### src/rtl/jtag_pkg.sv
// Shared types for the JTAG TAP / debug transport block: TAP states, IR opcodes,
// DMI operation and status encodings.
package jtag_pkg;

  typedef enum logic [3:0] {
    TEST_LOGIC_RESET,
    RUN_TEST_IDLE,
    SELECT_DR,
    CAPTURE_DR,
    SHIFT_DR,
    EXIT1_DR,
    PAUSE_DR,
    EXIT2_DR,
    UPDATE_DR,
    SELECT_IR,
    CAPTURE_IR,
    SHIFT_IR,
    EXIT1_IR,
    PAUSE_IR,
    EXIT2_IR,
    UPDATE_IR
  } tap_state_e;

  localparam logic [4:0] IR_IDCODE    = 5'h01;
  localparam logic [4:0] IR_DTMCS     = 5'h10;
  localparam logic [4:0] IR_DMIACCESS = 5'h11;
  localparam logic [4:0] IR_BYPASS    = 5'h1f;

  typedef enum logic [1:0] {
    DMI_NOP,
    DMI_READ,
    DMI_WRITE,
    DMI_RSVD
  } dmi_op_e;

  typedef enum logic [1:0] {
    DMI_OK,
    DMI_STATUS_RSVD,
    DMI_FAILED,
    DMI_BUSY
  } dmi_status_e;

  // Status reported to the debugger: an outstanding request reads as busy
  // even before the sticky field has recorded an overrun.
  function automatic dmi_status_e dmi_status(input logic busy, input dmi_status_e sticky);
    if (busy || sticky == DMI_BUSY) return DMI_BUSY;
    else if (sticky == DMI_FAILED)  return DMI_FAILED;
    else                            return DMI_OK;
  endfunction

endpackage

### src/rtl/jtag_tap_fsm.sv
// IEEE 1149.1 TAP controller: 16-state machine stepped by tms on posedge tclk,
// with decoded capture/shift/update strobes for the IR and DR paths.
module jtag_tap_fsm
  import jtag_pkg::*;
(
  input  logic tclk,
  input  logic trst,
  input  logic tms,
  output logic test_logic_reset,
  output logic capture_dr,
  output logic shift_dr,
  output logic update_dr,
  output logic capture_ir,
  output logic shift_ir,
  output logic update_ir
);

  tap_state_e state;
  tap_state_e state_next;

  always_ff @(posedge tclk or negedge trst) begin
    if (!trst) state <= TEST_LOGIC_RESET;
    else       state <= state_next;
  end

  always_comb begin
    state_next = state;
    case (state)
      TEST_LOGIC_RESET: state_next = tms ? TEST_LOGIC_RESET : RUN_TEST_IDLE;
      RUN_TEST_IDLE:    state_next = tms ? SELECT_DR        : RUN_TEST_IDLE;
      SELECT_DR:        state_next = tms ? SELECT_IR        : CAPTURE_DR;
      CAPTURE_DR:       state_next = tms ? EXIT1_DR         : SHIFT_DR;
      SHIFT_DR:         state_next = tms ? EXIT1_DR         : SHIFT_DR;
      EXIT1_DR:         state_next = tms ? UPDATE_DR        : PAUSE_DR;
      PAUSE_DR:         state_next = tms ? EXIT2_DR         : PAUSE_DR;
      EXIT2_DR:         state_next = tms ? UPDATE_DR        : SHIFT_DR;
      UPDATE_DR:        state_next = tms ? SELECT_DR        : RUN_TEST_IDLE;
      SELECT_IR:        state_next = tms ? TEST_LOGIC_RESET : CAPTURE_IR;
      CAPTURE_IR:       state_next = tms ? EXIT1_IR         : SHIFT_IR;
      SHIFT_IR:         state_next = tms ? EXIT1_IR         : SHIFT_IR;
      EXIT1_IR:         state_next = tms ? UPDATE_IR        : PAUSE_IR;
      PAUSE_IR:         state_next = tms ? EXIT2_IR         : PAUSE_IR;
      EXIT2_IR:         state_next = tms ? UPDATE_IR        : SHIFT_IR;
      UPDATE_IR:        state_next = tms ? SELECT_DR        : RUN_TEST_IDLE;
      default:          state_next = TEST_LOGIC_RESET;
    endcase
  end

  always_comb begin
    test_logic_reset = 1'b0;
    capture_dr       = 1'b0;
    shift_dr         = 1'b0;
    update_dr        = 1'b0;
    capture_ir       = 1'b0;
    shift_ir         = 1'b0;
    update_ir        = 1'b0;
    case (state)
      TEST_LOGIC_RESET: test_logic_reset = 1'b1;
      CAPTURE_DR:       capture_dr       = 1'b1;
      SHIFT_DR:         shift_dr         = 1'b1;
      UPDATE_DR:        update_dr        = 1'b1;
      CAPTURE_IR:       capture_ir       = 1'b1;
      SHIFT_IR:         shift_ir         = 1'b1;
      UPDATE_IR:        update_ir        = 1'b1;
      default:          ;
    endcase
  end

endmodule

### src/rtl/jtag_dtm_tap.sv
// JTAG TAP with a debug transport module: IR/DR scan chains plus the DMI
// request/response bridge to the debug module, all on tclk.
module jtag_dtm_tap
  import jtag_pkg::*;
#(
  parameter logic [31:0] IDCODE_VALUE = 32'h1000_0001,
  parameter int          IR_LEN       = 5,
  parameter int          ABITS        = 7
) (
  input  logic             tclk,
  input  logic             trst,
  input  logic             tms,
  input  logic             tdi,
  output logic             tdo,
  output logic             tdo_en,
  output logic             dmi_req_valid,
  input  logic             dmi_req_ready,
  output logic [ABITS-1:0] dmi_req_addr,
  output logic [31:0]      dmi_req_data,
  output logic [1:0]       dmi_req_op,
  input  logic             dmi_resp_valid,
  output logic             dmi_resp_ready,
  input  logic [31:0]      dmi_resp_data,
  input  logic             dmi_resp_err,
  output logic             dmi_hard_reset
);

  localparam int DMI_W = ABITS + 34;
  localparam logic [IR_LEN-1:0] OP_IDCODE    = IR_LEN'(IR_IDCODE);
  localparam logic [IR_LEN-1:0] OP_DTMCS     = IR_LEN'(IR_DTMCS);
  localparam logic [IR_LEN-1:0] OP_DMIACCESS = IR_LEN'(IR_DMIACCESS);
  localparam logic [5:0]        ABITS_FIELD  = 6'(ABITS);

  logic test_logic_reset;
  logic capture_dr, shift_dr, update_dr;
  logic capture_ir, shift_ir, update_ir;

  jtag_tap_fsm u_fsm (
    .tclk             (tclk),
    .trst             (trst),
    .tms              (tms),
    .test_logic_reset (test_logic_reset),
    .capture_dr       (capture_dr),
    .shift_dr         (shift_dr),
    .update_dr        (update_dr),
    .capture_ir       (capture_ir),
    .shift_ir         (shift_ir),
    .update_ir        (update_ir)
  );

  logic [IR_LEN-1:0] ir;
  logic [IR_LEN-1:0] ir_shift;
  logic [DMI_W-1:0]  dr_shift;
  logic [DMI_W-1:0]  dr_capture;
  logic [DMI_W-1:0]  dr_shifted;

  logic              busy, busy_next;
  dmi_status_e       sticky, sticky_next;
  dmi_status_e       status;
  logic [ABITS-1:0]  last_addr;
  logic [31:0]       resp_data_q;
  logic              accept;

  logic sel_idcode, sel_dtmcs, sel_dmi, sel_bypass;

  always_comb begin
    sel_idcode = (ir == OP_IDCODE);
    sel_dtmcs  = (ir == OP_DTMCS);
    sel_dmi    = (ir == OP_DMIACCESS);
    sel_bypass = !(sel_idcode || sel_dtmcs || sel_dmi);
  end

  assign status = dmi_status(busy, sticky);

  always_comb begin
    dr_capture = '0;
    if (sel_dmi)
      dr_capture = {last_addr, resp_data_q, status};
    else if (sel_dtmcs)
      dr_capture = DMI_W'({14'd0, 1'b0, 1'b0, 1'b0, 3'd1, status, ABITS_FIELD, 4'd1});
    else if (sel_idcode)
      dr_capture = DMI_W'(IDCODE_VALUE);
  end

  // The shared shift register is zero-extended on capture, so a plain right
  // shift works for every length once tdi lands at that register's MSB.
  always_comb begin
    dr_shifted = dr_shift >> 1;
    if (sel_dmi)
      dr_shifted[DMI_W-1] = tdi;
    else if (sel_bypass)
      dr_shifted = {{(DMI_W-1){1'b0}}, tdi};
    else
      dr_shifted[31] = tdi;
  end

  always_ff @(posedge tclk or negedge trst) begin
    if (!trst) begin
      ir       <= OP_IDCODE;
      ir_shift <= '0;
      dr_shift <= '0;
    end else begin
      if (capture_ir)    ir_shift <= IR_LEN'(1);
      else if (shift_ir) ir_shift <= {tdi, ir_shift[IR_LEN-1:1]};

      if (test_logic_reset) ir <= OP_IDCODE;
      else if (update_ir)   ir <= ir_shift;

      if (capture_dr)    dr_shift <= dr_capture;
      else if (shift_dr) dr_shift <= dr_shifted;
    end
  end

  assign tdo_en = shift_dr | shift_ir;
  assign tdo    = shift_ir ? ir_shift[0] : (shift_dr ? dr_shift[0] : 1'b0);

  logic             dmi_update, dtmcs_update, resp_fire, hard_reset_req;
  dmi_op_e          upd_op;
  logic [31:0]      upd_data;
  logic [ABITS-1:0] upd_addr;

  assign dmi_update     = update_dr && sel_dmi;
  assign dtmcs_update   = update_dr && sel_dtmcs;
  assign hard_reset_req = dtmcs_update && dr_shift[17];
  assign resp_fire      = dmi_resp_valid && busy;
  assign upd_op         = dmi_op_e'(dr_shift[1:0]);
  assign upd_data       = dr_shift[33:2];
  assign upd_addr       = dr_shift[DMI_W-1:34];

  // Response is folded in before the Update decision so a same-cycle
  // response frees the slot for the new request.
  always_comb begin
    busy_next   = busy;
    sticky_next = sticky;
    accept      = 1'b0;
    if (resp_fire) begin
      busy_next = 1'b0;
      if (dmi_resp_err) sticky_next = DMI_FAILED;
    end
    if (dmi_update && (upd_op == DMI_READ || upd_op == DMI_WRITE)) begin
      if (sticky_next == DMI_OK) begin
        if (busy_next) begin
          sticky_next = DMI_BUSY;
        end else begin
          accept    = 1'b1;
          busy_next = 1'b1;
        end
      end
    end
    if (dtmcs_update && dr_shift[16]) sticky_next = DMI_OK;
    if (hard_reset_req) begin
      sticky_next = DMI_OK;
      busy_next   = 1'b0;
    end
  end

  always_ff @(posedge tclk or negedge trst) begin
    if (!trst) begin
      busy           <= 1'b0;
      sticky         <= DMI_OK;
      last_addr      <= '0;
      resp_data_q    <= '0;
      dmi_req_valid  <= 1'b0;
      dmi_req_addr   <= '0;
      dmi_req_data   <= '0;
      dmi_req_op     <= '0;
      dmi_hard_reset <= 1'b0;
    end else begin
      busy           <= busy_next;
      sticky         <= sticky_next;
      dmi_hard_reset <= hard_reset_req;
      // dmi_req_op still names the outstanding request when its response arrives
      if (resp_fire && dmi_req_op == DMI_READ) resp_data_q <= dmi_resp_data;
      if (accept) begin
        dmi_req_valid <= 1'b1;
        dmi_req_addr  <= upd_addr;
        dmi_req_data  <= upd_data;
        dmi_req_op    <= upd_op;
        last_addr     <= upd_addr;
      end else if (hard_reset_req || (dmi_req_valid && dmi_req_ready)) begin
        dmi_req_valid <= 1'b0;
      end
    end
  end

  assign dmi_resp_ready = 1'b1;

endmodule
### config.mk
export PLATFORM = sky130hd
export DESIGN_NAME = jtag_dtm_tap
export DESIGN_NICKNAME = d
export VERILOG_FILES = /design/src/rtl/jtag_pkg.sv /design/src/rtl/jtag_tap_fsm.sv /design/src/rtl/jtag_dtm_tap.sv
export SDC_FILE = /design/constraint.sdc
export NUM_CORES = 1
export LEC_CHECK = 0
export CORE_MARGIN = 2
export CORE_UTILIZATION = 35
export DETAILED_ROUTE_END_ITERATION = 6
export GPL_ROUTABILITY_DRIVEN = 0
export PLACE_DENSITY = 0.63
export SETUP_SLACK_MARGIN = 0.15
export SKIP_LAST_GASP = 1
export SYNTH_ARGS = -nofsm -noshare
export SYNTH_HDL_FRONTEND = slang
export SYNTH_SLANG_ARGS = --single-unit
### constraint.sdc
create_clock -name tclk -period 5.3 [get_ports tclk]
set_input_delay 0.795 -clock tclk [delete_from_list [all_inputs] [get_ports tclk]]
set_output_delay 0.795 -clock tclk [all_outputs]
set_load 0.02 [all_outputs]
==> PnR_summary.wiki <==
{| class="wikitable"
! Metric !! Value
|-
| First-pass DRT Iterations || 7
|-
| Reported net switching power || 1110 uW
|-
| Iteration-0 DRC Markers || 341
|-
| Power share of the clock group || 0.372
|-
| CTS sink count || 133
|-
| DIE WIDTH || 133 um
|-
| Commonest non-fill, non-tap cell in the layout || sky130_fd_sc_hd__dfrtp_1
|-
| Hold buffer count at cts || 0
|-
| Count of nets after finishing || 570
|-
| Total grt overflow || 0
|-
| Total power divided by cell area || 463 nW/um2
|-
| Clock-pin slew on the worst setup and hold paths || 0.06 ns
|-
| Startpoint-to-endpoint class of the critical path || flip-flop to output port
|-
| Top_reg_cell synth || sky130_fd_sc_hd__dfrtp_1
|-
| Post-CTS setup-driven buffer insertion count || 0
|-
| Instance count of the mapped netlist || 456
|-
| Async set-reset flop share out of synthesis || 1.00
|-
| Worst-case clock skew || 0.00664 ns
|-
| Post-route minimum period || 3.45 ns
|-
| Final design instance area without fill || 7440 um2
|-
| Post-route DRC violation count || 0
|-
| Endpoint type of the worst setup path || output port
|-
| Combined area of all synthesized cells || 5830 um2
|-
| Footprint of the multi-input gates || 2170 um2
|-
| Total wire length after detailed routing || 13200 um
|-
| Placed cell area || 6790 um2
|-
| Number of enable-type register cells in the synthesized netlist || 0
|-
| Grt met3 use || 0.0441
|-
| Critical Path Fanout Max || 24
|-
| Antenna Violating Nets Remaining || 0
|-
| Achievable clock frequency || 0.290 GHz
|-
| GR met1 Demand/Resource || 0.214
|-
| Number of hold-slack violations in the final timing report || 0
|-
| Area of the die || 17700 um2
|-
| Final setup fails || 0
|-
| Min Hold Slack || 0.438 ns
|-
| # rows || 47
|-
| DP Worst Slack || 1.88 ns
|-
| GRT Total Usage || 0.156
|-
| Sequential area share after synthesis || 0.571
|-
| Global routing's busiest layer || met2
|-
| Starting density of the core || 0.355
|-
| HPWL after detailed placement || 8580 um
|-
| Area grow syn2layout || 27.6%
|-
| Root cell of the clock tree || sky130_fd_sc_hd__clkbuf_16
|-
| Maximum level of the CTS H-tree || 4
|-
| Number of global-route vias before repair || 4066
|-
| Slew of the pin with the lowest slew margin || 0.896 ns
|-
| Arrival time reported for the critical path endpoint || 2.65 ns
|-
| Result of the run || complete, no violations
|-
| Largest net degree at the start of global routing || 91
|-
| Number of antenna violations at the first check in global routing || 0
|-
| Syn Area/Cell || 12.8 um2
|-
| Synthesis warning total || 0
|-
| Wire length of the first global-routing pass || 21600 um
|-
| Share of the core filled with cells || 0.453
|-
| Nets in the synthesized netlist || 495
|-
| Max clock buf depth || 2
|-
| Source-to-sink clock delay at the later pin of the worst-skew pair || 0.41 ns
|-
| Number of diodes added for antenna fixing || 0
|-
| Vert. Die Dim || 133 um
|-
| Relative contribution of sequential cells to total power || 0.403
|-
| Leakage power || 0.00354 uW
|-
| GR met2 Demand/Resource || 0.246
|-
| Vias/cell || 5.15
|-
| Period utilisation layout || 0.650
|-
| Max_cap viols || 0
|-
| Largest vdd supply drop || 0.309 mV
|-
| Count of input and output buffers || 83
|-
| Drt wl/cell || 17.3 um
|-
| Worst EP required || 4.51 ns
|-
| Unique masters post-synth || 57
|-
| TritonCTS Buffers || 17
|-
| Post-synthesis register bit count || 133
|-
| Cell-internal power || 2340 uW
|-
| Relative max-transition margin || 0.403
|-
| Top library cells by usage in the layout, fill and taps aside || sky130_fd_sc_hd__dfrtp_1, sky130_fd_sc_hd__clkdlybuf4s50_1, sky130_fd_sc_hd__mux2_4
|-
| Sequential cell area || 3330 um2
|-
| Vias after detailed routing || 3938
|-
| Worst hold-check path type || input pin to async pin
|-
| Layout cell share with drive strength beyond 1 || 0.221
|-
| Combinational power share || 0.225
|-
| Core ar. || 16400 um2
|-
| Unrepaired setup endpoints after global routing || false
|-
| CTS resizes || 0
|-
| Final worst slack || 1.85 ns
|-
| CP Launch Type || flip-flop
|-
| Aggregate negative setup slack || 0 ns
|-
| Filler Cell Count || 1460
|-
| Switching Fraction || 0.321
|-
| Final count of pins violating max slew || 0
|-
| I/O pins || 85
|-
| Clock tree from TritonCTS || built
|}
-- power by group through the flow --
| stage | Combinational (uW) | Sequential [uW] | Clock [uW] |
|---|---|---|---|
| after floorplan | 597 | 1300 | 0 |
| after global placement | 744 | 1390 | 0 |
| after detailed placement | 770 | 1400 | 0 |
| after CTS | 778 | 1390 | 1310 |
| after global routing | 855 | 1420 | 1360 |
| final | 775 | 1390 | 1280 |
-- flip-flops by register name (all words and copies together) (netlist names) --
name and count:
u_fsm.state 4, ir_shift 5, ir 5, resp_data_q 32, dmi_req_op 2, sticky 2, dr_shift 41, dmi_hard_reset 1
dmi_req_valid 1, busy 1, dmi_req_data 32, last_addr 7
-- critical path, stage by stage, from the launching register on --
cell and delay, ns:
sky130_fd_sc_hd__dfrtp_1 0.74, sky130_fd_sc_hd__or3b_2 0.53, sky130_fd_sc_hd__o32ai_1 0.30, sky130_fd_sc_hd__clkdlybuf4s50_1 0.67
-- cells in the mapped netlist (2+ instances only) --
| cell type | n | area, um2 |
|---|---|---|
| sky130_fd_sc_hd__o221ai_1 | 2 | 17.5 |
| sky130_fd_sc_hd__a31oi_1 | 3 | 18.8 |
| sky130_fd_sc_hd__mux2_2 | 34 | 383 |
| sky130_fd_sc_hd__a211o_1 | 2 | 17.5 |
| sky130_fd_sc_hd__and3_1 | 3 | 18.8 |
| sky130_fd_sc_hd__a222oi_1 | 30 | 300 |
| sky130_fd_sc_hd__nand2_1 | 26 | 97.6 |
| sky130_fd_sc_hd__dfrtp_1 | 132 | 3300 |
| sky130_fd_sc_hd__nor3_1 | 5 | 25.0 |
| sky130_fd_sc_hd__o22ai_1 | 5 | 31.3 |
| sky130_fd_sc_hd__nand2b_1 | 4 | 25.0 |
| sky130_fd_sc_hd__buf_1 | 2 | 7.51 |
| sky130_fd_sc_hd__o31ai_1 | 2 | 15.0 |
| sky130_fd_sc_hd__nor2_1 | 17 | 63.8 |
| sky130_fd_sc_hd__nor4_1 | 3 | 18.8 |
| sky130_fd_sc_hd__a21oi_1 | 19 | 95.1 |
| sky130_fd_sc_hd__nor2b_1 | 2 | 12.5 |
| sky130_fd_sc_hd__o21ai_0 | 16 | 80.1 |
| sky130_fd_sc_hd__nand3_1 | 4 | 20.0 |
| sky130_fd_sc_hd__or3_1 | 2 | 12.5 |
| sky130_fd_sc_hd__clkbuf_1 | 24 | 90.1 |
| sky130_fd_sc_hd__nand3b_1 | 3 | 22.5 |
| sky130_fd_sc_hd__buf_12 | 4 | 80.1 |
| sky130_fd_sc_hd__a211oi_1 | 2 | 15.0 |
| sky130_fd_sc_hd__a22oi_1 | 5 | 37.5 |
| sky130_fd_sc_hd__buf_6 | 2 | 22.5 |
| sky130_fd_sc_hd__nand4_1 | 2 | 12.5 |
| sky130_fd_sc_hd__mux2_4 | 39 | 586 |
| sky130_fd_sc_hd__inv_1 | 34 | 128 |
-- layout make-up --
cell class                      instances  area share
Sequential cell                       133       0.448
Multi-Input combinational cell        255       0.292
Timing Repair Buffer                   90       0.119
Clock buffer                           20      0.0600
Tap cell                              220      0.0370
Clock inverter                         12      0.0271
Inverter                               34      0.0172
-- per-layer routing --
metal | part of all wire | wire length [um]
met5 | 0 | 0
met4 | 0.0080 | 106
met3 | 0.056 | 735
met2 | 0.48 | 6330
met1 | 0.46 | 6040
-- cell families (layout without fill, tap and decap cells) --
logic type	after synthesis	in the layout	share of synthesized area
AND/OR/NAND/NOR	83	83	0.0779
AO/OA/AOI/OAI	95	95	0.121
multiplexers	74	74	0.168
other	1	1	0.000643
flip-flops	133	133	0.571
buffers and inverters	68	156	0.0584
XOR/XNOR	2	2	0.00301
-- worst paths after layout --
kind	start	endpoint	slack, ns	depth (start not counted)
min reg2reg	resp_data_q[29]$_DFFE_PN0P_	dr_shift[31]$_DFFE_PN0P_	0.49	2
max reg2reg	u_fsm.state[3]$_DFF_PN0_	dmi_req_data[17]$_DFFE_PN0P_	1.87	5
min in group tclk	resp_data_q[29]$_DFFE_PN0P_	dr_shift[31]$_DFFE_PN0P_	0.49	2
max	u_fsm.state[2]$_DFF_PN0_	tdo	1.85	3
min	trst	resp_data_q[24]$_DFFE_PN0P_	0.44	1
max in group asynchronous	trst	dr_shift[18]$_DFFE_PN0P_	3.76	2
-- metrics by stage --
stage                     instances  total power (uW)
after floorplan                 456              1900
after global placement          732              2130
after detailed placement        732              2170
after CTS                       764              3470
after global routing            764              3630
final                           764              3450
(Power assumes the default switching activity.)
